<file path="src/rtl/fetch_ctrl.sv">
// fetch_ctrl: instruction-fetch controller for the dual-issue front end.
// It sequences a 64-bit memory with one-cycle read latency, clears the memory
// output on redirects, and presents fetched instruction pairs to decode. The
// pairs pass through a 2-entry buffer that uses a valid/ready handshake.
module fetch_ctrl #(
  parameter logic [9:0] RESET_PC = 10'h000
) (
  input  logic        clock_i,
  input  logic        reset_i,
  input  logic        redirect_i,
  input  logic [9:0]  redirect_pc_i,
  output logic        imem_re_o,
  output logic        imem_ssr_o,
  output logic [9:0]  imem_addr_o,
  input  logic [63:0] imem_data_i,
  output logic        out_valid_o,
  input  logic        out_ready_i,
  output logic [9:0]  out_pc_o,
  output logic [31:0] out_inst0_o,
  output logic [31:0] out_inst1_o
);

  typedef enum logic {
    ST_FLUSH = 1'b0,
    ST_FETCH = 1'b1
  } state_t;

  // One buffered fetch packet.
  typedef struct packed {
    logic [9:0]  pc;
    logic [31:0] inst0;
    logic [31:0] inst1;
  } entry_t;

  state_t     state_q, state_d;
  logic [9:0] fetch_pc_q, fetch_pc_d;
  logic [9:0] tag_pc_q, tag_pc_d;
  logic       inflight_q, inflight_d;
  logic [1:0] count_q, count_d;
  // head_q is always the entry shown to decode; tail_q is the second entry.
  entry_t     head_q, head_d;
  entry_t     tail_q, tail_d;

  logic       pop;
  logic       push;
  logic       issue;
  logic [2:0] occupancy;
  logic [1:0] push_slot;
  entry_t     resp;

  // Only the word-aligned part of a redirect target is meaningful.
  logic       unused_pc_bits;
  assign unused_pc_bits = ^redirect_pc_i[1:0];

  // Handshake, response capture and the issue decision.
  always_comb begin
    pop       = (count_q != 2'd0) && out_ready_i;
    push      = inflight_q;
    resp      = '{pc: tag_pc_q, inst0: imem_data_i[63:32], inst1: imem_data_i[31:0]};
    // A pop requires count_q > 0, so this subtraction can never underflow.
    occupancy = {1'b0, count_q} + {2'b00, inflight_q} - {2'b00, pop};
    issue     = (state_q == ST_FETCH) && (occupancy < 3'd2);
    push_slot = count_q - {1'b0, pop};
  end

  // Next-state logic for the FSM, the fetch PC and the buffer, plus the memory controls.
  always_comb begin
    // NOTE: every signal gets a default first so that no path leaves it unassigned, which would infer a latch.
    state_d     = state_q;
    fetch_pc_d  = fetch_pc_q;
    tag_pc_d    = tag_pc_q;
    inflight_d  = 1'b0;
    count_d     = count_q;
    head_d      = head_q;
    tail_d      = tail_q;
    imem_re_o   = 1'b0;
    imem_ssr_o  = 1'b0;
    imem_addr_o = fetch_pc_q;

    case (state_q)
      ST_FLUSH: begin
        // Clear the memory output register so no stale word is seen later.
        imem_re_o  = 1'b1;
        imem_ssr_o = 1'b1;
        count_d    = 2'd0;
        state_d    = ST_FETCH;
      end
      ST_FETCH: begin
        imem_re_o = issue;
        if (issue) begin
          fetch_pc_d = fetch_pc_q + 10'd8;
          tag_pc_d   = fetch_pc_q;
          inflight_d = 1'b1;
        end
        count_d = count_q + {1'b0, push} - {1'b0, pop};
        if (pop) begin
          head_d = tail_q;
        end
        // After an optional pop, the response goes into the first free slot.
        if (push) begin
          if (push_slot == 2'd0) begin
            head_d = resp;
          end else begin
            tail_d = resp;
          end
        end
      end
      default: state_d = ST_FLUSH;
    endcase

    // A redirect overrides everything: it drops the buffer and any response in flight.
    if (redirect_i) begin
      state_d    = ST_FLUSH;
      fetch_pc_d = {redirect_pc_i[9:2], 2'b00};
      count_d    = 2'd0;
      inflight_d = 1'b0;
    end
  end

  // State register with synchronous reset.
  always_ff @(posedge clock_i) begin
    // NOTE: sequential state uses non-blocking assignments so that every register samples pre-edge values.
    if (reset_i) begin
      state_q    <= ST_FLUSH;
      fetch_pc_q <= RESET_PC;
      tag_pc_q   <= 10'h000;
      inflight_q <= 1'b0;
      count_q    <= 2'd0;
      // NOTE: the buffer storage is reset as well, because its head drives the packet outputs, which must read zero after reset.
      head_q     <= '0;
      tail_q     <= '0;
    end else begin
      state_q    <= state_d;
      fetch_pc_q <= fetch_pc_d;
      tag_pc_q   <= tag_pc_d;
      inflight_q <= inflight_d;
      count_q    <= count_d;
      head_q     <= head_d;
      tail_q     <= tail_d;
    end
  end

  assign out_valid_o = (count_q != 2'd0);
  assign out_pc_o    = head_q.pc;
  assign out_inst0_o = head_q.inst0;
  assign out_inst1_o = head_q.inst1;

endmodule

</file>
<file path="config.mk">
export PLATFORM = sky130hd
export DESIGN_NAME = fetch_ctrl
export DESIGN_NICKNAME = d
export VERILOG_FILES = /design/src/rtl/fetch_ctrl.sv
export SDC_FILE = /design/constraint.sdc
export NUM_CORES = 1
export LEC_CHECK = 0
export CAP_MARGIN = 40
export CORE_ASPECT_RATIO = 1.1
export CORE_UTILIZATION = 40
export DETAILED_ROUTE_END_ITERATION = 8
export PLACE_DENSITY = 0.73
export REMOVE_ABC_BUFFERS = 1
export SLEW_MARGIN = 10
export SYNTH_ARGS = -nofsm -noshare
export SYNTH_HDL_FRONTEND = slang
export SYNTH_SLANG_ARGS = --single-unit
</file>
<file path="constraint.sdc">
create_clock -name clock_i -period 3 [get_ports clock_i]
set_input_delay 0.3 -clock clock_i [delete_from_list [all_inputs] [get_ports clock_i]]
set_output_delay 0.3 -clock clock_i [all_outputs]
set_load 0.005 [all_outputs]
</file>
==> flow_summary_export.csv <==
group,metric,value,unit
synth,syn_inst,825,
synth,yosys.cell_types.count,37,
floorplan,die_h,141,µm
sta,tns,0,ns
worst_setup_path,cp.arrival,2.50,ns
synth,ys.warnings.count,0,
grt,globalRouteTotalUtil,18.7,%
worst_setup_path,crit_chain,"nand3b_2 -> nand2_1 -> ha_1 -> fa_1 -> o21ai_1 -> clkdlybuf4s50_1",
floorplan,pin_count,165,
clock_network,clk_pin_slew,0.06,ns
routing,vias,5932,
worst_setup_path,r2r_end,"out_inst1_o[27]",
placed_design,post_dp_cell_area,0.00884,mm²
placed_design,gp_congestion,0.791,
sta,relSlewSlack,41.0,%
sta,setup_violations,0,
worst_setup_path,critical-path-top-delay-family,"adder cells",
floorplan,core_area,0.0171,mm²
clock_network,cts_made_buffers,17,
sta,hold_viol,0,
sta,max_clock_freq,357,MHz
clock_network,cts-root-buf,"clkbuf_16",
pwr,p_leak,2.92,nW
worst_hold_path,hp-start,"reset_i",
routing,drtIter0Drc,440,
grt,grt_max_degree,92,
pwr,power_density,500,mW/mm²
pwr,vdd_drop_max,373,µV
routing,post_drt_wl_per_cell,13.6,µm
floorplan,die_x,128,µm
pwr,total_power,4.71,mW
grt,grt_pass1_wl,27.1,mm
clock_network,cts_tree,"yes",
worst_setup_path,cp_slowest_stage_delay,0.53,ns
flow_run,max-cap-violations,0,
routing,antenna_left,0,
cells_and_area,drive_gt1_share,12.9,%
sta,fin_ws,0.195,ns
cells_and_area,final_cell_area,0.00942,mm²
placed_design,io_buffer_count,160,
synth,synth_seq_cells,166,
worst_setup_path,reg2reg_slack,0.55,ns
grt,grt_remaining_overflow,0,
worst_setup_path,critPathRequiredTime,2.70,ns
clock_network,h-tree-depth,4,
worst_setup_path,start_kind,"flip-flop",
synth,syn_avg_cell_area,8.51,µm²
worst_setup_path,worstSetupPathType,"flip-flop to output port",
clock_network,cts_setup_buffers,0,
clock_network,cts.sink_count,166,
routing,drcViolationCount,0,
sta,grt_setup_unrepaired,"false",
synth,syn_area,0.00702,mm²
sta,min_period,2.80,ns
worst_setup_path,critPathSlowestCell,"fa_1",
sta,finalClockSkew,0.00664,ns
worst_setup_path,worstPathMaxFanout,6,
worst_hold_path,min_to,"tail_q[25]",
worst_hold_path,hp-class,"primary input to flip-flop",
worst_setup_path,cp-end-kind,"output port",
routing,wl,16.3,mm
floorplan,row_count,50,
sta,worst_slew_pin_slew,0.885,ns
worst_setup_path,worst-path-stages,6,
grt,first_global_vias,5574,
placed_design,hpwl,10.0,mm
sta,layout_worst_path_cycle_share,93.5,%
floorplan,die_area,0.0181,mm²
worst_setup_path,reg2reg_from,"count_q[0]",
worst_setup_path,r2r_cells,7,
worst_hold_path,hold_depth,2,
cells_and_area,syn_to_final_growth,34.1,%
run_status,status,"complete, no violations",
routing,first_pass_iters,6,
cells_and_area,nets,1036,
cells_and_area,n_antenna_cell,0,
clock_network,cts_buffer_depth,2,
sta,slew_viol_final,0,
placed_design,post-place-ws,0.164,ns
floorplan,start_util,41.1,%
routing,via_per_inst,4.94,
grt,antenna_found_initial,0,
worst_setup_path,path_buf_inv,1,
synth,ys_seq_area_share,47.3,%
clock_network,worstSkewPairLatency,0.42,ns
==> what timing repair did <==
item                                    4_1_cts  5_1_grt
endpoints found under the setup margin        0        1
hold buffers                                  0        0
resized for setup                             0        1
==> cells in the mapped netlist, drive strengths merged <==
library cell	count	area, µm²
a21oi	80	400
a311oi	72	1040
a31o	1	8.76
a31oi	1	12.5
and2	1	6.26
and3	3	18.8
buf	36	245
clkbuf	33	124
conb	1	3.75
dfxtp	166	3320
fa	1	20.0
ha	3	37.5
inv	10	37.5
mux2i	9	90.1
nand2	292	1100
nand2b	1	6.26
nand3	3	20.0
nand3b	2	18.8
nor2	84	315
nor2b	1	6.26
nor3	2	10.0
nor3b	2	15.0
nor4	1	6.26
nor4b	2	17.5
o21a	6	45.0
o21ai	2	10.0
o311a	1	10.0
or2	1	6.26
or3b	1	8.76
xnor2	1	8.76
xor2	6	52.6
==> worst register-to-register path, cell delays in order, from the launching register on <==
cell	delay [ns]
dfxtp_1	0.34
nand3b_2	0.26
ha_1	0.33
or3b_1	0.42
a21oi_4	0.24
buf_12	0.34
nor2_1	0.17
a311oi_2	0.25
==> through the flow <==
stage | hold slack (ns) | util [%] | std cells
3_3_place_gp | 0.441 | 51.8 | 1169
4_1_cts | 0.419 | 55.2 | 1201
5_1_grt | 0.443 | 55.2 | 1201
6_report | 0.406 | 55.2 | 1201
3_5_place_dp | 0.447 | 51.8 | 1169
2_1_floorplan | 0.368 | - | 757
==> kinds of logic (layout without fill, tap and decap cells) <==
logic type | count (synthesis) | in the layout | synth area share, %
compound gates | 163 | 163 | 21.8
xor+xnor | 7 | 7 | 0.873
buf+inv | 79 | 220 | 5.79
simple gates | 396 | 396 | 22.1
other cells | 1 | 2 | 0.0534
mux | 9 | 9 | 1.28
flops | 166 | 166 | 47.3
fa+ha+maj | 4 | 4 | 0.819
==> how the worst max path moves through the flow <==
stage	start	end	slack [ns]
after global routing	count_q[0]	imem_re_o	0.05
final	count_q[0]	imem_re_o	0.20
after global placement	out_ready_i	imem_re_o	0.15
after floorplan	count_q[0]	out_inst0_o[0]	-6.32
after detailed placement	out_ready_i	out_inst1_o[27]	0.16
after CTS	count_q[0]	imem_re_o	0.10
==> state kept, by name, summed over array words and instances (netlist names) <==
register and flops:
inflight_q 1, out_pc_o 10, imem_addr_o 8, tail_q 72, state_q 1, count_q 2, tag_pc_q 8, out_inst1_o 32
out_inst0_o 32
==> power by group <==
| group | switching (mW) | internal, mW | leakage (nW) |
|---|---|---|---|
| clock network | 0.910 | 1.23 | 0.284 |
| registers | 0.0221 | 2.23 | 1.34 |
| logic | 0.145 | 0.173 | 1.30 |
| total | 1.08 | 3.63 | 2.92 |
==> placed cells by master, fill, tap and decap left out, drive strengths merged, types with 2 or more instances in the layout <==
master,synthesis,layout
a21oi,80,80
a311oi,72,72
and3,3,3
buf,36,19
bufinv,0,2
clkbuf,33,17
clkdlybuf4s50,0,159
clkinv,0,8
clkinvlp,0,2
conb,1,2
dfxtp,166,166
ha,3,3
inv,10,13
mux2i,9,9
nand2,292,292
nand3,3,3
nand3b,2,2
nor2,84,84
nor3,2,2
nor3b,2,2
nor4b,2,2
o21a,6,6
o21ai,2,2
xor2,6,6
==> cell type report <==
type / count / area [µm²]
Clock inverter: 15 / 153
Sequential cell: 166 / 3320
Fill cell: 1532 / 7660
Clock buffer: 17 / 425
Tap cell: 234 / 293
Timing Repair Buffer: 178 / 1850
Multi-Input combinational cell: 581 / 3340
Inverter: 10 / 37.5
==> routing by layer <==
layer / global-route usage [%] / routed length [µm]
met2: 30.3 / 7650
met5: 0 / 0
met1: 24.3 / 7780
met3: 5.05 / 759
met4: 5.76 / 156
Note: power is estimated with default switching activity, not from simulation.
